--- config.mk ---
export PLATFORM = sky130hd
export DESIGN_NAME = lsu
export DESIGN_NICKNAME = d
export VERILOG_FILES = /design/src/rtl/lsu.sv
export SDC_FILE = /design/constraint.sdc
export NUM_CORES = 1
export LEC_CHECK = 0
export ABC_AREA = 0
export ABC_CLOCK_PERIOD_IN_PS = 1900
export CAP_MARGIN = 20
export CORE_UTILIZATION = 35
export CTS_BUF_LIST = sky130_fd_sc_hd__clkbuf_16
export DETAILED_ROUTE_END_ITERATION = 10
export PLACE_DENSITY = 0.8
export SYNTH_ARGS = -nofsm -noshare
export SYNTH_HDL_FRONTEND = slang
export SYNTH_SLANG_ARGS = --single-unit
--- constraint.sdc ---
create_clock -name clk -period 1.9 [get_ports clk]
set_input_delay 0.38 -clock clk [delete_from_list [all_inputs] [get_ports clk]]
set_output_delay 0.38 -clock clk [all_outputs]
set_load 0.05 [all_outputs]
--- src/rtl/lsu.sv ---
// Load/store unit: takes an effective address from the ALU and runs a req/ack handshake with a
// variable-latency data memory. It aligns store lanes, extends load lanes and pulses completion.
module lsu #(
  parameter int unsigned AWIDTH = 32,
  parameter int unsigned DWIDTH = 32
) (
  input  logic              clk,
  input  logic              rst,
  input  logic              valid_i,
  output logic              ready_o,
  input  logic              memren_i,
  input  logic              memwren_i,
  input  logic [2:0]        funct3_i,
  input  logic [AWIDTH-1:0] addr_i,
  input  logic [DWIDTH-1:0] store_data_i,
  input  logic [4:0]        rd_i,
  output logic              dmem_req_o,
  output logic              dmem_we_o,
  output logic [AWIDTH-1:0] dmem_addr_o,
  output logic [3:0]        dmem_be_o,
  output logic [DWIDTH-1:0] dmem_wdata_o,
  input  logic              dmem_ack_i,
  input  logic [DWIDTH-1:0] dmem_rdata_i,
  output logic              valid_o,
  output logic              wb_en_o,
  output logic [4:0]        rd_o,
  output logic [DWIDTH-1:0] load_data_o,
  output logic              fault_o
);

  typedef enum logic [1:0] {StIdle, StReq, StResp} state_e;

  state_e      state_q;
  logic        is_load_q;
  logic [2:0]  funct3_q;
  logic [1:0]  off_q;
  logic [4:0]  rd_q;

  logic              accept;
  logic              legal;
  logic [3:0]        be_nxt;
  logic [DWIDTH-1:0] wdata_nxt;
  logic [DWIDTH-1:0] lane;
  logic [DWIDTH-1:0] load_ext;

  assign ready_o = (state_q == StIdle);
  assign accept  = valid_i && (memren_i || memwren_i);

  always_comb begin
    legal     = 1'b0;
    be_nxt    = 4'b0000;
    wdata_nxt = store_data_i;
    // memwren_i wins when both op bits are set, so legality follows the store table.
    if (memwren_i) begin
      legal = (funct3_i == 3'b000) || (funct3_i == 3'b001) || (funct3_i == 3'b010);
    end else begin
      legal = (funct3_i == 3'b000) || (funct3_i == 3'b001) || (funct3_i == 3'b010) ||
              (funct3_i == 3'b100) || (funct3_i == 3'b101);
    end
    unique case (funct3_i[1:0])
      2'b00: begin
        be_nxt    = 4'b0001 << addr_i[1:0];
        wdata_nxt = {4{store_data_i[7:0]}};
      end
      2'b01: begin
        be_nxt    = addr_i[1] ? 4'b1100 : 4'b0011;
        wdata_nxt = {2{store_data_i[15:0]}};
        if (addr_i[0]) legal = 1'b0;
      end
      2'b10: begin
        be_nxt = 4'b1111;
        if (addr_i[1:0] != 2'b00) legal = 1'b0;
      end
      default: legal = 1'b0;
    endcase
  end

  always_comb begin
    lane     = dmem_rdata_i >> {off_q, 3'b000};
    load_ext = lane;
    unique case (funct3_q)
      3'b000:  load_ext = {{(DWIDTH-8){lane[7]}}, lane[7:0]};
      3'b001:  load_ext = {{(DWIDTH-16){lane[15]}}, lane[15:0]};
      3'b100:  load_ext = {{(DWIDTH-8){1'b0}}, lane[7:0]};
      3'b101:  load_ext = {{(DWIDTH-16){1'b0}}, lane[15:0]};
      default: load_ext = dmem_rdata_i;
    endcase
  end

  always_ff @(posedge clk) begin
    if (!rst) begin
      state_q      <= StIdle;
      is_load_q    <= 1'b0;
      funct3_q     <= 3'b000;
      off_q        <= 2'b00;
      rd_q         <= 5'd0;
      dmem_req_o   <= 1'b0;
      dmem_we_o    <= 1'b0;
      dmem_addr_o  <= '0;
      dmem_be_o    <= 4'b0000;
      dmem_wdata_o <= '0;
      valid_o      <= 1'b0;
      wb_en_o      <= 1'b0;
      fault_o      <= 1'b0;
      rd_o         <= 5'd0;
      load_data_o  <= '0;
    end else begin
      valid_o <= 1'b0;
      wb_en_o <= 1'b0;
      fault_o <= 1'b0;
      unique case (state_q)
        StIdle: begin
          if (accept) begin
            is_load_q <= !memwren_i;
            funct3_q  <= funct3_i;
            off_q     <= addr_i[1:0];
            rd_q      <= rd_i;
            if (legal) begin
              state_q      <= StReq;
              dmem_req_o   <= 1'b1;
              dmem_we_o    <= memwren_i;
              dmem_addr_o  <= {addr_i[AWIDTH-1:2], 2'b00};
              dmem_be_o    <= be_nxt;
              dmem_wdata_o <= wdata_nxt;
            end else begin
              // Faults complete without touching memory.
              state_q     <= StResp;
              valid_o     <= 1'b1;
              fault_o     <= 1'b1;
              rd_o        <= rd_i;
              load_data_o <= '0;
            end
          end
        end
        StReq: begin
          if (dmem_ack_i) begin
            state_q     <= StResp;
            dmem_req_o  <= 1'b0;
            valid_o     <= 1'b1;
            wb_en_o     <= is_load_q;
            rd_o        <= rd_q;
            load_data_o <= is_load_q ? load_ext : '0;
          end
        end
        StResp:  state_q <= StIdle;
        default: state_q <= StIdle;
      endcase
    end
  end

endmodule

-- Word-level counts from Yosys, hierarchy flattened
Index checks and enable logic that the tools add are counted.
- logic and storage cells: 80
- register bits after elaboration: 121
- bits of input ports: 110
- output and inout port bits: 111
- equal/unequal tests: 14
- multiplexer cells: 29
- reduce and logical (&&, ||, !) cells: 20
- shift operators: 2
- operators by type and width (operator ; number):
    2-to-1 mux 32 bit ; 4
    one-hot mux 32 bit (2 select lines) ; 2
    one-hot mux 32 bit (4 select lines) ; 1
    right shift 32 x 5 -> 16 bit ; 1
    2-to-1 mux 5 bit ; 3
    equality test 3 bit (second input constant) ; 4
    one-hot mux 4 bit (3 select lines) ; 1
    one-hot mux 5 bit (2 select lines) ; 1
    2-to-1 mux 1 bit ; 9
    AND reduction 4 bit ; 2
    equality test 3 x 1 -> 1 bit (second input constant) ; 2
    zero test 3 bit ; 2
    2-to-1 mux 2 bit ; 3
    AND reduction 2 bit ; 3
    AND reduction 3 bit ; 2
    logical OR 1 bit ; 5
    equality test 2 x 1 -> 1 bit (second input constant) ; 2
    zero test 2 bit ; 2
    2-to-1 mux 4 bit ; 1
    inequality test 2 x 1 -> 1 bit (second input constant) ; 2
    inequality test 2 bit (second input constant) ; 2
    one-hot mux 1 bit (2 select lines) ; 2
    one-hot mux 2 bit (2 select lines) ; 1
    nonzero test 2 bit ; 2
    6 further kinds ; 6

-- Longest topological paths before layout
Gate-level depths: netlist of the first run.
- depth after elaboration: 11
- gate-level depth with buffers: 6
- mapped depth without buffers: 4

-- Least setup slack after synthesis of the first run
No wires, ideal clock.
- path type: register to register
- start: register off_q[1]
- end: register load_data_o[13]
- path buffers: 1
- library setup time: 122 ps
- data required time: 1778 ps
- period minus slack after synthesis: 1759 ps
- path slack: 141 ps
- arrival time: 1637 ps
- cell stages (with the launch flop): 6
- cell sequence: dfxtp_1 mux4_2 a21o_1 and3_1 buf_6 a221o_1
- longest elaborated chain between the ends: 5
- ends and longest elaborated chain (what ; RTL line ; RTL):
    start: declaration ; 36 ; logic [1:0] off_q;
    start signal: assignment ; 116 ; off_q <= addr_i[1:0];
    right shift 32 x 5 -> 16 bit ; 79 ; lane = dmem_rdata_i >> {off_q, 3'b000};
    one-hot mux 32 bit (4 select lines) ; 81 ; unique case (funct3_q)
    2-to-1 mux 32 bit ; 142 ; load_data_o <= is_load_q ? load_ext : '0;
    2-to-1 mux 32 bit ; 136 ; if (dmem_ack_i) begin
    one-hot mux 32 bit (2 select lines) ; 111 ; unique case (state_q)
    end signal: assignment ; 142 ;
    end: declaration ; 27 ; output logic [DWIDTH-1:0] load_data_o,
Every way passes these cells. The select of a mux whose other input is x is not followed.
A chain may end at the register's enable or synchronous reset.

-- Worst setup path after layout of the first run
Same ends and word-level chain as after synthesis.

==> results of run 1 <==
## sequential cells by signal, indices dropped and copies added, names as in the netlist
name          cells
rd_q              5
dmem_wdata_o     32
rd_o              5
wb_en_o           1
dmem_addr_o      30
fault_o           1
valid_o           1
dmem_we_o         1
funct3_q          3
dmem_req_o        1
dmem_be_o         4
off_q             2
is_load_q         1
load_data_o      32
state_q           2
## cell families after synthesis
| logic type | count (synthesis) |
|---|---|
| muxes | 49 |
| DFF | 121 |
| other | 1 |
| and+or+nand+nor | 210 |
| AOI/OAI and AO/OA | 157 |
| buffers and inverters | 55 |
## routing by layer
layer  vias up  track usage [%]  part of all wire (%)
met3        31             7.38                   7.0
met5         -                0                     0
met4         0             10.6                   3.4
met1      2371             24.9                    41
li1       2548                -                     -
met2       185             35.6                    49
## timing repair
| action | 4_1_cts | 5_1_grt |
|---|---|---|
| gates resized for setup | 60 | 3 |
| setup endpoints to repair | 60 | 20 |
| buffers inserted | 0 | 1 |
| pin swaps | 0 | 1 |
## worst max-delay path by stage
stage | depth (start not counted) | to | slack, ns
3_3_place_gp | 5 | load_data_o[13] | -0.31
2_1_floorplan | 5 | load_data_o[13] | 0.14
5_1_grt | 6 | dmem_wdata_o[13] | -0.004
3_5_place_dp | 5 | load_data_o[13] | -0.34
6_report | 4 | load_data_o[13] | 0.09
4_1_cts | 6 | dmem_wdata_o[13] | 0.08
## power by group through the flow
stage	logic (mW)	registers (mW)	clock network, mW
after global routing	1.35	2.70	3.53
final	1.26	2.69	3.33
after floorplan	0.429	3.01	0
after global placement	1.28	2.74	0
after CTS	1.26	2.69	3.41
after detailed placement	1.29	2.75	0
## final cells by class
class / count / area [µm²] / area share, %
timing repair buffer: 258 / 2430 / 29.6
clock inverter: 15 / 190 / 2.31
clock buffer: 17 / 425 / 5.18
multi-input combinational: 418 / 2500 / 30.4
tap: 180 / 225 / 2.74
inverter: 5 / 18.8 / 0.228
sequential: 121 / 2420 / 29.5
## worst reg2reg max path, cell delays in order, from the launching register on
cell and delay [ns]:
dfxtp_1 0.38, mux4_2 0.55, a21o_1 0.21, and3_1 0.24, a221o_1 0.34
## placed cells by master (no fill, tap or decap), types with 2 or more instances in the layout
cell type and n:
a211oi_1 9, a21o_1 2, a21oi_1 52, a221o_1 22, a2bb2oi_1 7, a311oi_1 8
a31oi_1 2, a32o_1 2, and2_1 6, and3_1 2, buf_12 12, buf_4 77
bufinv_16 3, clkbuf_16 17, clkdlybuf4s50_1 109, clkinv_4 3, clkinvlp_4 4, conb_1 2
dfxtp_1 121, dlygate4sd2_1 60, inv_1 4, inv_6 5, mux2i_1 48, nand2_1 131
nand2b_1 11, nand3b_1 2, nor2_1 48, nor2_2 2, nor2b_1 2, o211ai_1 16
o21a_1 2, o21ai_0 22, o2bb2ai_1 6, or2_2 2
## stage by stage
stage          hold WS (ns)  cells  util, %  instance area, µm²
2_1_floorplan         0.461    594        -                5130
3_3_place_gp          0.440    981     54.3                7660
3_5_place_dp          0.445    981     54.3                7660
4_1_cts               0.451   1013     58.1                8200
5_1_grt               0.463   1014     58.3                8220
6_report              0.450   1014     58.3                8220
==> impl_results.md, run 1 <==
- Crit path from: off_q[1]
- Post-synth top area share: 47.3%
- Antenna violations before repair: 0
- Largest family of logic cells by synthesized area: compound AO/OA/AOI/OAI gates
- Gr ovfl total: 0
- R2R Setup Slk: 0.09 ns
- Yosys reg bits: 121
- Switching power total: 2.03 mW
- Crit path max-delay family: multiplexers
- Total GRT Usage: 21.6%
- Proportion of synthesized area in mux cells: 9.81%
- Max-cap violation count: 0
- Status: finished clean
- Simple-gate share of the synthesized area: 16.9%
- Max-slew violations: 0
- Slowest CP cell: mux4_2
- Setup Viol. Count Final: 0
- CTS Buffer Depth: 2
- Top-count cell post-synth: nand2_1
- CTS tree: yes
- First-pass GRT wire length: 24800 µm
- Number of synthesized flops with an enable pin: 0
- Final hold vios: 0
- Core Area: 14100 µm²
- Routed WL per cell: 16.0 µm
- Top Ports: 221
- Fraction of registers with async set or reset after synthesis: 0%
- Synth Warn #: 0
- DP Worst Slack: -0.338 ns
- Vias: 5135
- Initial Utilization: 36.4%
- CTS hold repair buffers: 0
- Total CTS buffers: 17
- Peak VDD IR: 595 µV
- Vias in the first global route: 4826
- WP data arrival: 2.12 ns
- Detailed Place HPWL: 11800 µm
- Main synth FF type: dfxtp_1
- Vias/cell: 5.06
- XOR/XNOR share of the synthesized area: 0%
- Clock root cell: clkbuf_16
- Die ar.: 15100 µm²
- GPL Wtd Cong: 0.864
- Leakage Power: 3.47 nW
- # rows: 43
- CP Launch Type: register
- H-tree levels: 4
- Syn Std Cell Area: 5130 µm²
- Largest net degree at the start of global routing: 52
- Die Wd: 123 µm
- Hold EP: dmem_addr_o[20]
- Sw Ratio: 27.8%
- Buffers & Inverters on Critical Path: 0
- Post-Synthesis Cells: 593
- Synthesized area per cell: 8.64 µm²
- Ant diodes: 0
- Worst setup margin: 0.0858 ns
- CP Cell Sequence: mux4_2 -> a21o_1 -> and3_1 -> a221o_1
- Commonest cells post-synth: nand2_1, dfxtp_1, a21oi_1, nor2_1, mux2i_1
- Synth Area in Adders: 0%
- Crit Path Class: reg2reg
- Critical Path End Type: register
- Final Power: 7.29 mW
- Internal power: 5.26 mW
- FF-to-FF Start: off_q[1]
- P&R area growth vs syn: 60.3%
- Synth Area in Compound Gates: 21.2%
- CP peak stage delay: 0.55 ns
- Max_slew headroom: 65.8%
- Hold Path Class: reg2reg
- Req. time, crit path: 2.21 ns
- Post-layout min period: 1.81 ns
- Fmax: 551 MHz
- Least-Margin Pin Slew: 0.511 ns
- 1st-iter DRT viols: 332
- IO buf count: 218
- Hold path depth: 2
- Worst-Skew Late Latency: 0.42 ns
- R2R cell count: 4
- Logic pwr share: 17.3%
- Fill cell count: 1277
- Setup TNS: 0 ns
- Clk sinks: 121
- Routed wire length: 16200 µm
- Hold Crit Start: dmem_addr_o[20]
- Clock power frac: 45.7%
- Post-synth top area cell: dfxtp_1
- Drt first pass iters: 4
- Clock Pin Slew Worst Setup and Hold Paths: 0.06 ns
- Register area share after synthesis: 47.3%
- RSZ-0062 raised after global routing: true
- Worst R2R End: load_data_o[13]
- CP Max Fanout: 6
- Post-route DRC: 0
- Area contributors post-synth: dfxtp_1, nand2_1, mux2i_1
- Synth cell types: 41
- Pwr Density: 886 nW/µm²
- Sequential power share: 36.9%
- Fin Clk Skew: 0.0160 ns
- Layout Nets: 931
- Tcrit/Tclk final: 95.5%
- Final ANT Viol Nets: 0
- Fraction of layout cells with a size suffix above 1: 15.9%
- Die Span Y: 123 µm
No activity file was read; power rests on OpenSTA's default activity.
==> run 2, diff against run 1 <==
--- a/config.mk
+++ b/config.mk
@@ -8,10 +8,10 @@
 export ABC_AREA = 0
 export ABC_CLOCK_PERIOD_IN_PS = 1900
 export CAP_MARGIN = 20
-export CORE_UTILIZATION = 35
+export CORE_UTILIZATION = 25
 export CTS_BUF_LIST = sky130_fd_sc_hd__clkbuf_16
 export DETAILED_ROUTE_END_ITERATION = 10
-export PLACE_DENSITY = 0.8
+export PLACE_DENSITY = 0.64
 export SYNTH_ARGS = -nofsm -noshare
 export SYNTH_HDL_FRONTEND = slang
 export SYNTH_SLANG_ARGS = --single-unit
==> run 2 against run 1 <==
  * Via count down 1.2%
  * Sequential power is essentially flat
  * Combinational power about the same
  * Worst setup slack improved by 0.016 ns
  * Sequential share of layout area is 0.34 points lower
  * Worst hold slack worse by 0.0013 ns
  * Non-clock buffer count up 9
  * Die area rose by 39%
  * Critical path type is now in2reg
  * Largest cell class unchanged
==> impl_results.md, run 2 (synthesis results as in run 1) <==
- Setup Viol. Count Final: 0
- 1st-iter DRT viols: 242
- Initial Utilization: 25.4%
- Tcrit/Tclk final: 94.6%
- Fraction of layout cells with a size suffix above 1: 17.1%
- Max-slew violations: 0
- Post-CTS setup repair buffer count: 0
- Final ANT Viol Nets: 0
- Post-CTS Resized: 55
- Critical Path End Type: register
- Status: finished clean
- Final hold vios: 0
- Hold Path Class: reg2reg
- Clock Pin Slew Worst Setup and Hold Paths: 0.06 ns
- CTS tree: yes
- CP Launch Type: input pin
- Post-route DRC: 0
- R2R cell count: 4
- Die ar.: 21100 µm²
- Largest registers: dmem_wdata_o x32, load_data_o x32, dmem_addr_o x30
- Detailed Place HPWL: 12400 µm
- Die Wd: 145 µm
- Ant diodes: 0
- Worst-Skew Late Latency: 0.41 ns
- Clock root cell: clkbuf_16
- WP data arrival: 2.10 ns
- P&R area growth vs syn: 62.2%
- Vias/cell: 4.56
- Largest net degree at the start of global routing: 60
- Top Ports: 221
- CTS hold repair buffers: 0
- Leakage Power: 3.49 nW
- Total CTS buffers: 17
- Req. time, crit path: 2.20 ns
- Fin Clk Skew: 0.0116 ns
- Crit path from: dmem_rdata_i[15]
- Most frequent cells in the layout: nand2_1, dfxtp_1, clkdlybuf4s50_1
- Total GRT Usage: 16.5%
- Fmax: 556 MHz
- Crit Path Class: in2reg
- CP Max Fanout: 6
- Hold path depth: 2
- Least-Margin Pin Slew: 0.524 ns
- # rows: 52
- GPL Wtd Cong: 0.807
- Fill cell count: 2049
- DP Worst Slack: -0.336 ns
- Vias: 5072
- Vias in the first global route: 4924
- Core Area: 20200 µm²
- Routed WL per cell: 15.3 µm
- Die Span Y: 145 µm
- Pwr Density: 873 nW/µm²
- Final Power: 7.26 mW
- Routed wire length: 17000 µm
- Max-cap violation count: 0
- FF-to-FF Start: off_q[1]
- Layout Nets: 940
- Max_slew headroom: 65.2%
- Setup TNS: 0 ns
- Clk sinks: 121
- Worst setup margin: 0.102 ns
- Drt first pass iters: 4
- Final hold slack: 0.448 ns
- Leading cell type in the layout, fill and taps excluded: nand2_1
- Gr ovfl total: 0
- Post-layout min period: 1.80 ns
- Peak VDD IR: 487 µV
- First-pass GRT wire length: 27100 µm
- IO buf count: 218
- H-tree levels: 4
- RSZ-0062 raised after global routing: false
- Hold Crit Start: dmem_addr_o[23]
- Antenna violations before repair: 0
- CTS Buffer Depth: 2
run 2: cell type report:
class                      instances  area, µm²  area share [%]
clock inverter                    15        174            2.09
clock buffer                      17        425            5.12
multi-input combinational        418       2500            30.0
inverter                           5       18.8           0.226
timing repair buffer             267       2440            29.4
tap                              270        338            4.06
sequential                       121       2420            29.1
run 2: worst max-delay path, cell delays in order:
cell and delay, ns:
clkdlybuf4s50_1 0.44, mux4_2 0.49, a21o_1 0.20, and3_1 0.24
a221o_1 0.34
run 2: path summary, 6_finish.rpt:
kind | end | slack [ns]
worst min-delay path | dmem_addr_o[23] | 0.45
worst max-delay path | load_data_o[13] | 0.10
worst max register to register | load_data_o[13] | 0.13
worst min register to register | dmem_addr_o[23] | 0.45
run 2: metrics by stage:
step	instance area, µm²	cells	utilization (%)
floorplan	5130	594	-
global route	8320	1113	41.2
CTS	8320	1113	41.2
detailed placement	7780	1081	38.6
global placement	7780	1081	38.6
finish	8320	1113	41.2
run 2: layer usage:
layer  up-vias  wire, µm  global-route usage (%)
li1       2556         -                       -
met1      2344      7550                    20.9
met2       142      8040                    25.8
met3        30       907                    4.40
met4         0       485                    7.79
met5         -         0                       0
run 2: power breakdown:
| part | leakage, nW | switching (mW) | internal [mW] |
|---|---|---|---|
| Clock | 0.283 | 1.23 | 2.06 |
| Combinational | 2.23 | 0.728 | 0.544 |
| Sequential | 0.982 | 0.0548 | 2.64 |
